===== config.mk =====
export PLATFORM = sky130hd
export DESIGN_NAME = bitop_arbiter
export DESIGN_NICKNAME = d
export VERILOG_FILES = /design/src/rtl/bitop_arbiter.sv
export SDC_FILE = /design/constraint.sdc
export NUM_CORES = 1
export LEC_CHECK = 0
export ABC_AREA = 0
export BUFFER_PORTS_ARGS = -buffer_cell sky130_fd_sc_hd__buf_2
export CELL_PAD_IN_SITES_DETAIL_PLACEMENT = 0
export CELL_PAD_IN_SITES_GLOBAL_PLACEMENT = 1
export CORE_MARGIN = 8
export CORE_UTILIZATION = 30
export CTS_CLUSTER_SIZE = 40
export DETAILED_ROUTE_END_ITERATION = 8
export PLACE_DENSITY = 0.81
export SYNTH_ARGS = -nofsm -noshare
export SYNTH_HDL_FRONTEND = slang
export SYNTH_SLANG_ARGS = --single-unit
export TNS_END_PERCENT = 20

===== constraint.sdc =====
create_clock -name clock -period 3.4 [get_ports clock]
set_input_delay 0.68 -clock clock [delete_from_list [all_inputs] [get_ports clock]]
set_output_delay 0.68 -clock clock [all_outputs]
set_load 0.02 [all_outputs]

===== src/rtl/bitop_arbiter.sv =====
// bitop_arbiter: shares one WIDTH-bit bitwise logic unit among four requesters
// and returns results through a single registered result slot (EMPTY/FULL).
// Configuration macro BITOP_ARB_ROUND_ROBIN_EN selects round-robin
// arbitration. When it is left undefined, requester 0 always has the highest
// priority and requester 3 the lowest.
module bitop_arbiter #(
  parameter int WIDTH = 32
) (
  input  logic               clock,
  input  logic               reset,
  input  logic [3:0]         req_valid,
  output logic [3:0]         req_ready,
  input  logic [7:0]         req_op,
  input  logic [4*WIDTH-1:0] req_a,
  input  logic [4*WIDTH-1:0] req_b,
  output logic               rsp_valid,
  input  logic               rsp_ready,
  output logic [1:0]         rsp_id,
  output logic [WIDTH-1:0]   rsp_data
);

  localparam logic [0:0] ST_EMPTY = 1'b0;
  localparam logic [0:0] ST_FULL  = 1'b1;

  logic [0:0]       state_r;
  logic [1:0]       id_r;
  logic [WIDTH-1:0] data_r;
`ifdef BITOP_ARB_ROUND_ROBIN_EN
  logic [1:0]       ptr_r;
`endif

  logic             accept_s;
  logic             grant_s;
  logic [1:0]       grant_idx_s;
  logic [3:0]       ready_s;
  logic             xfer_s;
  logic [1:0]       sel_op_s;
  logic [WIDTH-1:0] sel_a_s;
  logic [WIDTH-1:0] sel_b_s;
  logic [WIDTH-1:0] result_s;

  // Bitwise logic unit: 00 AND, 01 OR, 10 XOR, 11 XNOR.
  function automatic logic [WIDTH-1:0] bitop(input logic [1:0] op,
                                             input logic [WIDTH-1:0] a,
                                             input logic [WIDTH-1:0] b);
    logic [WIDTH-1:0] r;
    case (op)
      2'b00:   r = a & b;
      2'b01:   r = a | b;
      2'b10:   r = a ^ b;
      2'b11:   r = ~(a ^ b);
      default: r = a & b;
    endcase
    return r;
  endfunction

  // Pick the winning requester among those presenting a valid request.
  always_comb begin : arb_pick
    logic [1:0] cand;
    grant_s     = 1'b0;
    grant_idx_s = 2'd0;
    cand        = 2'd0;
`ifdef BITOP_ARB_ROUND_ROBIN_EN
    // Search upward from the pointer, wrapping modulo 4.
    for (int k = 0; k < 4; k++) begin
      cand = ptr_r + k[1:0];
      if (!grant_s && req_valid[cand]) begin
        grant_s     = 1'b1;
        grant_idx_s = cand;
      end else begin
        grant_s     = grant_s;
      end
    end
`else
    // Descending scan so that the lowest valid index is the last one written.
    for (int k = 3; k >= 0; k--) begin
      cand = k[1:0];
      if (req_valid[cand]) begin
        grant_s     = 1'b1;
        grant_idx_s = cand;
      end else begin
        grant_s     = grant_s;
      end
    end
`endif
  end

  // The slot can take a new result when it is empty or is being drained this cycle.
  always_comb begin
    accept_s = (state_r == ST_EMPTY) || rsp_ready;
    ready_s  = 4'b0000;
    if (!reset && accept_s && grant_s) begin
      ready_s[grant_idx_s] = 1'b1;
    end else begin
      ready_s = 4'b0000;
    end
  end

  assign req_ready = ready_s;
  assign xfer_s    = |ready_s;

  // Route the granted requester's opcode and operands to the shared logic unit.
  always_comb begin
    case (grant_idx_s)
      2'd0: begin
        sel_op_s = req_op[1:0];
        sel_a_s  = req_a[WIDTH-1:0];
        sel_b_s  = req_b[WIDTH-1:0];
      end
      2'd1: begin
        sel_op_s = req_op[3:2];
        sel_a_s  = req_a[2*WIDTH-1:WIDTH];
        sel_b_s  = req_b[2*WIDTH-1:WIDTH];
      end
      2'd2: begin
        sel_op_s = req_op[5:4];
        sel_a_s  = req_a[3*WIDTH-1:2*WIDTH];
        sel_b_s  = req_b[3*WIDTH-1:2*WIDTH];
      end
      2'd3: begin
        sel_op_s = req_op[7:6];
        sel_a_s  = req_a[4*WIDTH-1:3*WIDTH];
        sel_b_s  = req_b[4*WIDTH-1:3*WIDTH];
      end
      default: begin
        sel_op_s = req_op[1:0];
        sel_a_s  = req_a[WIDTH-1:0];
        sel_b_s  = req_b[WIDTH-1:0];
      end
    endcase
    result_s = bitop(sel_op_s, sel_a_s, sel_b_s);
  end

  // Result slot: load on a grant, empty when drained with no reload, otherwise hold.
  always_ff @(posedge clock) begin
    if (reset) begin
      state_r <= ST_EMPTY;
      id_r    <= 2'd0;
      data_r  <= {WIDTH{1'b0}};
    end else if (xfer_s) begin
      state_r <= ST_FULL;
      id_r    <= grant_idx_s;
      data_r  <= result_s;
    end else if ((state_r == ST_FULL) && rsp_ready) begin
      state_r <= ST_EMPTY;
    end else begin
      state_r <= state_r;
    end
  end

`ifdef BITOP_ARB_ROUND_ROBIN_EN
  // Round-robin pointer moves past the winner, and only when a transfer happens.
  always_ff @(posedge clock) begin
    if (reset) begin
      ptr_r <= 2'd0;
    end else if (xfer_s) begin
      ptr_r <= grant_idx_s + 2'd1;
    end else begin
      ptr_r <= ptr_r;
    end
  end
`endif

  assign rsp_valid = (state_r == ST_FULL);
  assign rsp_id    = id_r;
  assign rsp_data  = data_r;

endmodule


==> metrics.txt, run 1 <==
Post-Syn Nets 889; Worst Path Arrival 3.07 ns; Async S/R FF share, synth 0%; CTS buffer count 5; DRT Pass-1 Iters 4; Pleak 3.348 nW; critical path type in -> reg; first-pass GRT wire length 31420 µm; clk_skew 0.002810 ns; CP cell instances buf_2 > nor2_1 > and3_2 > buf_12 > a22o_1 > a221oi_1 > inv_1 > ha_1 > xor2_1 > a2111oi_2; Synth Area in Simple Gates 8.889%; I/O Buffers 309; Total Routing Usage GR 19.49%; I/O pin count 310; # Post-CTS Setup Buffers 0; most numerous cell in the Yosys netlist inv_1; vias in the first global route 5548; Area contributors post-synth ha_1, dfxtp_1, a22o_1, a221o_1, a2111oi_1; post-synth top area share 17.14%; HPWL Detailed 15860 µm; setup TNS after final layout 0 ns; status completed; die area 0.01983 mm²; Die W 140.8 µm; Max Freq 0.3451 GHz; initial drt markers 151; critical path capture point type flip-flop; delay-heaviest family, CP compound AO/OA/AOI/OAI gates; Distinct cells, synth 35; Critical Path Source Type primary input; DRC 0; share of cells above drive strength 1 43.98%; maximum VDD drop 0.1583 mV; final setup fails 0; mux contribution to synthesized area 0%; pwr dens 291.3 mW/mm²; H-tree depth 2; sequential area share after synthesis 14.99%; Compound-Gate Fraction of Synth Area 42.25%; adder-cell share of the synthesized area 17.14%; worst reg2reg path startpoint rsp_valid; core area 0.01520 mm²; via count 5543; CP Launch Point req_valid[1]; max_cap viols 0; hold wc startpoint rsp_data[20]; Worst Path Buf+Inv 3; root cell of the clock tree clkbuf_16; Critical Path Max Stage Delay 0.41 ns; area of the mapped netlist 0.004673 mm²; largest net degree at the start of global routing 65; area leader, netlist ha_1; Synth top cells by count inv_1, a22o_1, ha_1; vias per cell 5.440; Final Hold Viols 0; syn avg cell area 8.435 µm²; Util after Layout 43.50%; Worst-path clk slew 0.06 ns; Final #Nets 1164; cells after synthesis 554; post-synthesis register bit count 35; critical path fanouts, max 40; xor/xnor share of the synthesized area 5.997%; Total Wirelength 20320 µm; Clock Latency Late Sink 0.28 ns; Slew HR 37.71%; CTS tree done; EDFF count, synth 0; Final GP Congestion 0.8889; required time worst endpoint 3.57 ns; CP max stage cell a2111oi_2; Antenna Nets Post-Route 0; Avg WL per Cell 19.94 µm; clk sinks 35; RSZ-0062 raised after global routing false; top_reg_cell synth dfxtp_1; # fillers 1555; minimum clock period after layout 2.898 ns; initial core utilization 30.74%; initial antenna violation count 1; PostCTS Resize Cnt 0; fin crit share 85.24%; main combinational cell family by area after synthesis compound AO/OA/AOI/OAI gates; Least-Margin Pin Slew 0.9344 ns; clk buf depth 2; Max Slew Vio Count 0; row cnt 45; worst min-delay path class reg -> reg; Ys Warns 0; Die Ht 140.8 µm; synth-to-layout area growth 41.50%; cts hold-fix bufs 0; total gr overflow 0
## per-stage QoR
| step | setup slack (ns) | power [mW] | instance area [µm²] | cells | hold slack, ns |
|---|---|---|---|---|---|
| final | 0.5019 | 1.926 | 6613 | 1019 | 0.4998 |
| after global routing | 0.3336 | 2.076 | 6613 | 1019 | 0.5173 |
| after CTS | 0.5000 | 1.953 | 6610 | 1018 | 0.5033 |
| after detailed placement | 0.2433 | 1.447 | 6454 | 1010 | 0.4913 |
| after global placement | 0.2901 | 1.440 | 6454 | 1010 | 0.4862 |
| after floorplan | 0.3720 | 1.085 | 4673 | 554 | 0.5605 |
## final timing paths
| check | to | slack, ns | cells after the start |
|---|---|---|---|
| worst min-delay path | rsp_data[20] | 0.50 | 2 |
| worst max register to register | rsp_data[10] | 1.53 | 6 |
| worst min register to register | rsp_data[20] | 0.50 | 2 |
| worst max-delay path | rsp_data[11] | 0.50 | 10 |
## routing by layer
| layer | wire, µm | up-vias | global-route usage (%) |
|---|---|---|---|
| met2 | 9854 | 230 | 33.71 |
| met1 | 8510 | 2587 | 23.30 |
| li1 | - | 2706 | - |
| met5 | 0 | - | 0 |
| met4 | 230 | 0 | 3.507 |
| met3 | 1721 | 20 | 6.212 |
## worst min-delay path, cell delays in order (launching register included)
cell	delay, ns
dfxtp_1	0.31
nor2_1	0.10
a2111oi_1	0.05
## flip-flops by register name (all words and copies together) (netlist names)
signal / flops
rsp_data: 32
rsp_id: 2
rsp_valid: 1
## cell type report
class                   count  area, µm²  share of cell area (%)
repair buffers            328       1739                   26.30
well taps                 188      235.2                   3.557
flip-flops and latches     35      700.7                   10.60
inverters                  68      255.2                   3.860
clock buffers               8      156.4                   2.365
multi-input cells         391       3523                   53.28
diodes                      1      2.502                 0.03784
## cell usage in the layout, fill, tap and decap left out, drive strengths merged
master and instances:
a2111oi 64, a211oi 1, a21o 1, a21oi 4, a221o 32, a221oi 32, a22o 64, a2bb2oi 1
a31oi 1, and2 1, and3 1, buf 328, clkbuf 8, dfxtp 35, diode 1, ha 64
inv 68, nand2 1, nand2b 2, nand3b 1, nor2 42, nor2b 2, nor3 35, nor3b 2
nor4 1, o21ai 3, o21ba 1, o31a 1, or2 2, xor2 32
## report_power, final
group	internal (mW)	switching (mW)	total, mW
registers	0.455	0.0218	0.477
clock network	0.312	0.180	0.493
logic	0.424	0.533	0.957
## cell families (layout without fill, tap and decap cells)
family                     after synthesis  in the layout
xor gates and xnor gates                32             32
other                                    0              1
AOI/OAI and AO/OA                      205            205
DFF                                     35             35
adders and majority gates               64             64
buffers and inverters                  128            404
and+or+nand+nor                         90             90
No activity file was read; power rests on OpenSTA's default activity.
==> inputs of run 2 (changes only) <==
--- a/config.mk
+++ b/config.mk
@@ -9,11 +9,12 @@
 export BUFFER_PORTS_ARGS = -buffer_cell sky130_fd_sc_hd__buf_2
 export CELL_PAD_IN_SITES_DETAIL_PLACEMENT = 0
 export CELL_PAD_IN_SITES_GLOBAL_PLACEMENT = 1
+export CORE_ASPECT_RATIO = 2
 export CORE_MARGIN = 8
-export CORE_UTILIZATION = 30
+export CORE_UTILIZATION = 32
 export CTS_CLUSTER_SIZE = 40
 export DETAILED_ROUTE_END_ITERATION = 8
-export PLACE_DENSITY = 0.81
+export PLACE_DENSITY = 0.86
 export SYNTH_ARGS = -nofsm -noshare
 export SYNTH_HDL_FRONTEND = slang
 export SYNTH_SLANG_ARGS = --single-unit
==> constraint.sdc (replaced) <==
create_clock -name clock -period 3.6 [get_ports clock]
set_input_delay 0.72 -clock clock [delete_from_list [all_inputs] [get_ports clock]]
set_output_delay 0.72 -clock clock [all_outputs]
set_load 0.02 [all_outputs]
==> run 2 against run 1 <==
Power shrank 5.6%. Final cell count is essentially flat. Clock skew is essentially flat. Wire length grew 9.8%. Clock power shrank 12%. Final area shrank 0.13%. Worst hold slack gained 0.00077 ns. Sequential cell count is the same. Global-route usage grew 3.5 points. Non-clock buffer count shrank 1. Setup slack gained 0.13 ns. Largest cell class unchanged.
==> metrics.txt, run 2 (synthesis results as in run 1) <==
H-tree depth 2 (unchanged); Total Wirelength 22310 µm (was 20320 µm); Post-Place Cells 1013 (was 1010); critical path capture point type flip-flop (unchanged); initial drt markers 203 (was 151); vias per cell 5.553 (was 5.440); die area 0.01896 mm² (was 0.01983 mm²); Worst Path Arrival 3.15 ns (was 3.07 ns); initial antenna violation count 1 (unchanged); critical path fanouts, max 49 (was 40); reg2reg setup slack 1.37 ns (was 1.53 ns); R2R cell count 6 (unchanged); clk buf depth 2 (unchanged); CTS buffer count 5 (unchanged); pre-CTS setup slack 0.3361 ns (was 0.2433 ns); Ant. Diodes 0 (was 1); final setup fails 0 (unchanged); required time worst endpoint 3.78 ns (was 3.57 ns); hold-critical path depth 2 (unchanged); # fillers 1490 (was 1555); initial core utilization 32.56% (was 30.74%); # Post-CTS Setup Buffers 0 (unchanged); worst min-delay path class reg -> reg (unchanged); I/O pin count 310 (unchanged); setup TNS after final layout 0 ns (unchanged); delay-heaviest family, CP compound AO/OA/AOI/OAI gates (unchanged); pwr dens 275.5 mW/mm² (was 291.3 mW/mm²); Critical Path Max Stage Delay 0.39 ns (was 0.41 ns); Max Freq 0.3367 GHz; synth-to-layout area growth 41.31% (was 41.50%); fin crit share 82.49%; I/O Buffers 309 (unchanged); PostCTS Resize Cnt 0 (unchanged); Slew HR 35.06% (was 37.71%); Die Ht 186.9 µm (was 140.8 µm); Least-Margin Pin Slew 0.9742 ns (was 0.9344 ns); Avg WL per Cell 21.87 µm (was 19.94 µm); vias in the first global route 6030 (was 5548); CP max stage cell a221oi_1 (was a2111oi_2); minimum clock period after layout 2.970 ns; final setup margin 0.6303 ns (was 0.5019 ns); CTS tree done (unchanged); critical path depth 11 (was 10); critical path type in -> reg (unchanged); DRC 0 (unchanged); Critical Path Source Type primary input (unchanged); leading cell type in the layout, fill and taps excluded buf_2 (unchanged); Final #Nets 1163 (was 1164); max FFs per register 32 (unchanged); Max Slew Vio Count 0 (unchanged); Antenna Nets Post-Route 0 (unchanged); highest-count cells in the layout ignoring fill and taps buf_2, inv_1, a22o_1, ha_1, nor2_1 (unchanged); first-pass GRT wire length 33790 µm (was 31420 µm); final hold slack 0.5006 ns (was 0.4998 ns); share of cells above drive strength 1 43.72% (was 43.98%); largest net degree at the start of global routing 50 (was 65); status completed (unchanged); Worst-path clk slew 0.06 ns (about the same); Total Routing Usage GR 22.99% (was 19.49%); Die W 101.5 µm (was 140.8 µm); maximum VDD drop 0.1647 mV (was 0.1583 mV); Final Hold Viols 0 (unchanged); RSZ-0062 raised after global routing false (unchanged); Worst Path Buf+Inv 4 (was 3); Final GP Congestion 0.9402 (was 0.8889); total gr overflow 0 (unchanged); core area 0.01435 mm² (was 0.01520 mm²); row cnt 62 (was 45); Pwr Total 1.819 mW (was 1.926 mW); CP cell instances buf_2 > nor2_1 > and3_2 > buf_12 > a22o_1 > a221oi_1 > buf_4 > inv_1 > ha_1 > xor2_1 > a2111oi_2 (was buf_2 > nor2_1 > and3_2 > buf_12 > a22o_1 > a221oi_1 > inv_1 > ha_1 > xor2_1 > a2111oi_2); via count 5664 (was 5543); Pleak 3.348 nW (about the same); cts hold-fix bufs 0 (unchanged); max_cap viols 0 (unchanged); clk sinks 35 (unchanged); Clock Latency Late Sink 0.28 ns (about the same); clk_skew 0.002969 ns (was 0.002810 ns); HPWL Detailed 17890 µm (was 15860 µm); DRT Pass-1 Iters 4 (unchanged); Final Instance Count excl. Fillers 1020 (was 1019); root cell of the clock tree clkbuf_16 (unchanged)
-- run 2: cell type report --
cell class              instances  area, µm²  area share [%]
multi-input cells             391       3520           53.30
repair buffers                327       1744           26.41
flip-flops and latches         35      700.7           10.61
inverters                      68      255.2           3.865
well taps                     192      240.2           3.638
clock buffers                   6      138.9           2.103
clock inverters                 1      5.005         0.07579
-- run 2: metrics by stage --
step	instance area, µm²	utilization (%)
5_1_grt	6604	46.02
3_3_place_gp	6460	45.01
4_1_cts	6604	46.02
6_report	6604	46.02
3_5_place_dp	6460	45.01
2_1_floorplan	4673	-
-- run 2: where the power goes --
group	switching [mW]	internal (mW)
Combinational	0.525	0.402
Sequential	0.0268	0.430
Clock	0.165	0.270
-- run 2: worst reg2reg max path, stage by stage, from the launching register on --
cell and delay [ns]:
dfxtp_1 0.32, nand2b_1 0.11, nand2b_1 0.33, a21o_1 0.41, buf_4 0.39, a2111oi_0 0.15, a2111oi_1 0.40
-- run 2: final timing paths --
kind / startpoint / to
worst max-delay path: req_valid[1] / rsp_data[7]
worst min-delay path: rsp_id[1] / rsp_id[1]
worst max register to register: rsp_valid / rsp_data[31]
worst min register to register: rsp_id[1] / rsp_id[1]
-- run 2: layer usage --
metal	vias to the layer above	part of all wire [%]	global-route usage (%)
met5	-	0.049	0
met4	2	2.1	6.181
met3	18	6.0	4.661
met2	224	54	42.77
met1	2725	38	24.91
li1	2695	-	-
==> inputs of run 3 (changes only) <==
--- a/config.mk
+++ b/config.mk
@@ -11,10 +11,10 @@
 export CELL_PAD_IN_SITES_GLOBAL_PLACEMENT = 1
 export CORE_ASPECT_RATIO = 2
 export CORE_MARGIN = 8
-export CORE_UTILIZATION = 32
+export CORE_UTILIZATION = 27
 export CTS_CLUSTER_SIZE = 40
 export DETAILED_ROUTE_END_ITERATION = 8
-export PLACE_DENSITY = 0.86
+export PLACE_DENSITY = 0.77
 export SYNTH_ARGS = -nofsm -noshare
 export SYNTH_HDL_FRONTEND = slang
 export SYNTH_SLANG_ARGS = --single-unit
==> constraint.sdc (replaced) <==
create_clock -name clock -period 2.4 [get_ports clock]
set_input_delay 0.48 -clock clock [delete_from_list [all_inputs] [get_ports clock]]
set_output_delay 0.48 -clock clock [all_outputs]
set_load 0.02 [all_outputs]
==> run 3 against run 2 <==
Setup slack worse by 0.58 ns. Register-to-register slack worse by 0.82 ns. Global-route usage fell by 4.0 points. Worst hold slack improved by 0.0031 ns. Sequential cell count unchanged. Non-clock buffer count rose by 49. Power up 59%. Highest routed layer is now met4. Die area up 16%. Wire length decreased by 0.41%. Critical path depth is the same. Final area up 14%. Critical endpoint is now rsp_data[12]. Final cell count increased by 6.7%.
==> metrics.txt, run 3 (synthesis results as in run 1) <==
Avg WL per Cell 20.42 µm (was 21.87 µm); # fillers 1716 (was 1490); row cnt 68 (was 62); minimum clock period after layout 2.350 ns; pre-CTS setup slack -0.2764 ns (was 0.3361 ns); core area 0.01710 mm² (was 0.01435 mm²); highest-count cells in the layout ignoring fill and taps buf_2, inv_1, a22o_1, ha_1, buf_4 (was buf_2, inv_1, a22o_1, ha_1, nor2_1); Clock Latency Late Sink 0.28 ns (about the same); HPWL Detailed 17960 µm (was 17890 µm); vias in the first global route 6242 (was 6030); share of cells above drive strength 1 52.74% (was 43.72%); first-pass GRT wire length 33000 µm (was 33790 µm); via count 5741 (was 5664); Max Freq 0.4256 GHz; Die Ht 202.1 µm (was 186.9 µm); Critical Path Source Type primary input (unchanged); fin crit share 97.90%; synth-to-layout area growth 60.43% (was 41.31%); root cell of the clock tree clkbuf_16 (unchanged); final setup margin 0.05045 ns (was 0.6303 ns); Final GP Congestion 0.9210 (was 0.9402); critical path type in -> reg (unchanged); DRC 0 (unchanged); largest net degree at the start of global routing 36 (was 50); worst min-delay path class reg -> reg (unchanged); initial core utilization 27.33% (was 32.56%); pwr dens 385.8 mW/mm² (was 275.5 mW/mm²); worst reg2reg path startpoint rsp_valid (unchanged); initial drt markers 254 (was 203); Slew HR 60.93% (was 35.06%); hold wc startpoint rsp_data[20] (was rsp_id[1]); max FFs per register 32 (unchanged); Worst Path Arrival 2.49 ns (was 3.15 ns); vias per cell 5.277 (was 5.553); critical path capture point type flip-flop (unchanged); I/O pin count 310 (unchanged); H-tree depth 2 (unchanged); Pleak 3.715 nW (was 3.348 nW); final setup fails 0 (unchanged); DRT Pass-1 Iters 4 (unchanged); CTS tree done (unchanged); max_cap viols 0 (unchanged); CP Launch Point req_valid[0] (was req_valid[1]); Antenna Nets Post-Route 0 (unchanged); Final Hold Viols 0 (unchanged); maximum VDD drop 0.3091 mV (was 0.1647 mV); Die W 109.0 µm (was 101.5 µm); total gr overflow 0 (unchanged); I/O Buffers 309 (unchanged); Max Slew Vio Count 0 (unchanged); die area 0.02203 mm² (was 0.01896 mm²); Total Wirelength 22220 µm (was 22310 µm); required time worst endpoint 2.54 ns (was 3.78 ns); RSZ-0062 raised after global routing true (was false); Worst-path clk slew 0.06 ns (about the same); clk buf depth 2 (unchanged); Total Routing Usage GR 19.03% (was 22.99%); CTS buffer count 5 (unchanged); clk_skew 0.005141 ns (was 0.002969 ns); Util after Layout 43.84% (was 46.02%); clk sinks 35 (unchanged); leading cell type in the layout, fill and taps excluded buf_2 (unchanged); Final #Nets 1212 (was 1163); initial antenna violation count 0 (was 1); status completed (unchanged); critical path fanouts, max 28 (was 49); final hold slack 0.5037 ns (was 0.5006 ns); Least-Margin Pin Slew 0.5861 ns (was 0.9742 ns)
==> run 3: cell types whose count changed in the layout (fill, tap and decap cells not counted), sizes merged <==
cell | previous run | this run
buf | 327 | 375
clkinv | 1 | 0
clkbuf | 6 | 7
diode | 0 | 2
==> run 3: timing repair <==
| item | in CTS | in global routing |
|---|---|---|
| setup endpoints to repair | 0 | 25 |
| setup buffers | 0 | 4 |
| gates resized for setup | 0 | 5 |
| hold buffers | 0 | 0 |
==> run 3: final cells by class <==
cell class	count	area, µm²	share of cell area, %
multi-input combinational	391	3849	51.34
timing repair buffer	376	2296	30.62
sequential	35	700.7	9.346
tap	210	262.8	3.505
antenna	2	5.005	0.06676
inverter	68	255.2	3.405
clock buffer	6	128.9	1.719
==> run 3: final timing paths <==
kind              depth (start not counted)  slack (ns)            to
setup / recovery                         11        0.05  rsp_data[12]
hold / removal                            2        0.50  rsp_data[20]
setup reg to reg                          6        0.55  rsp_data[25]
hold reg to reg                           2        0.50  rsp_data[20]
==> run 3: routing by layer <==
metal | wire [µm] | global-route usage, % | share of wire, %
met4 | 591 | 6.647 | 2.7
met1 | 8696 | 21.52 | 39
met3 | 2168 | 5.295 | 9.8
met5 | 0 | 0 | 0
met2 | 10770 | 32.72 | 48
==> run 3: power breakdown <==
group / leakage, nW / internal, mW / switching (mW)
Combinational: 3.36 / 0.744 / 0.849
Clock: 0.0628 / 0.374 / 0.246
Sequential: 0.290 / 0.645 / 0.0349
Total: 3.72 / 1.76 / 1.13
==> run 3: critical path, stage by stage <==
cell and delay (ns):
buf_2 0.16, nor2_2 0.06, and3_4 0.23, buf_12 0.17, a22o_1 0.18, a221o_1 0.31
inv_1 0.07, ha_1 0.14, nor3_1 0.05, a2111oi_1 0.51, a2111oi_2 0.11
==> run 3: stage by stage <==
stage | area (µm²) | cells | setup TNS [ns] | total power, mW
5_1_grt | 7492 | 1086 | -0.3188 | 3.095
6_report | 7497 | 1088 | 0 | 2.893
2_1_floorplan | 5091 | 554 | -0.3069 | 1.627
3_5_place_dp | 7251 | 1075 | -5.478 | 2.268
3_3_place_gp | 7251 | 1075 | -4.338 | 2.230
4_1_cts | 7380 | 1081 | 0 | 2.905
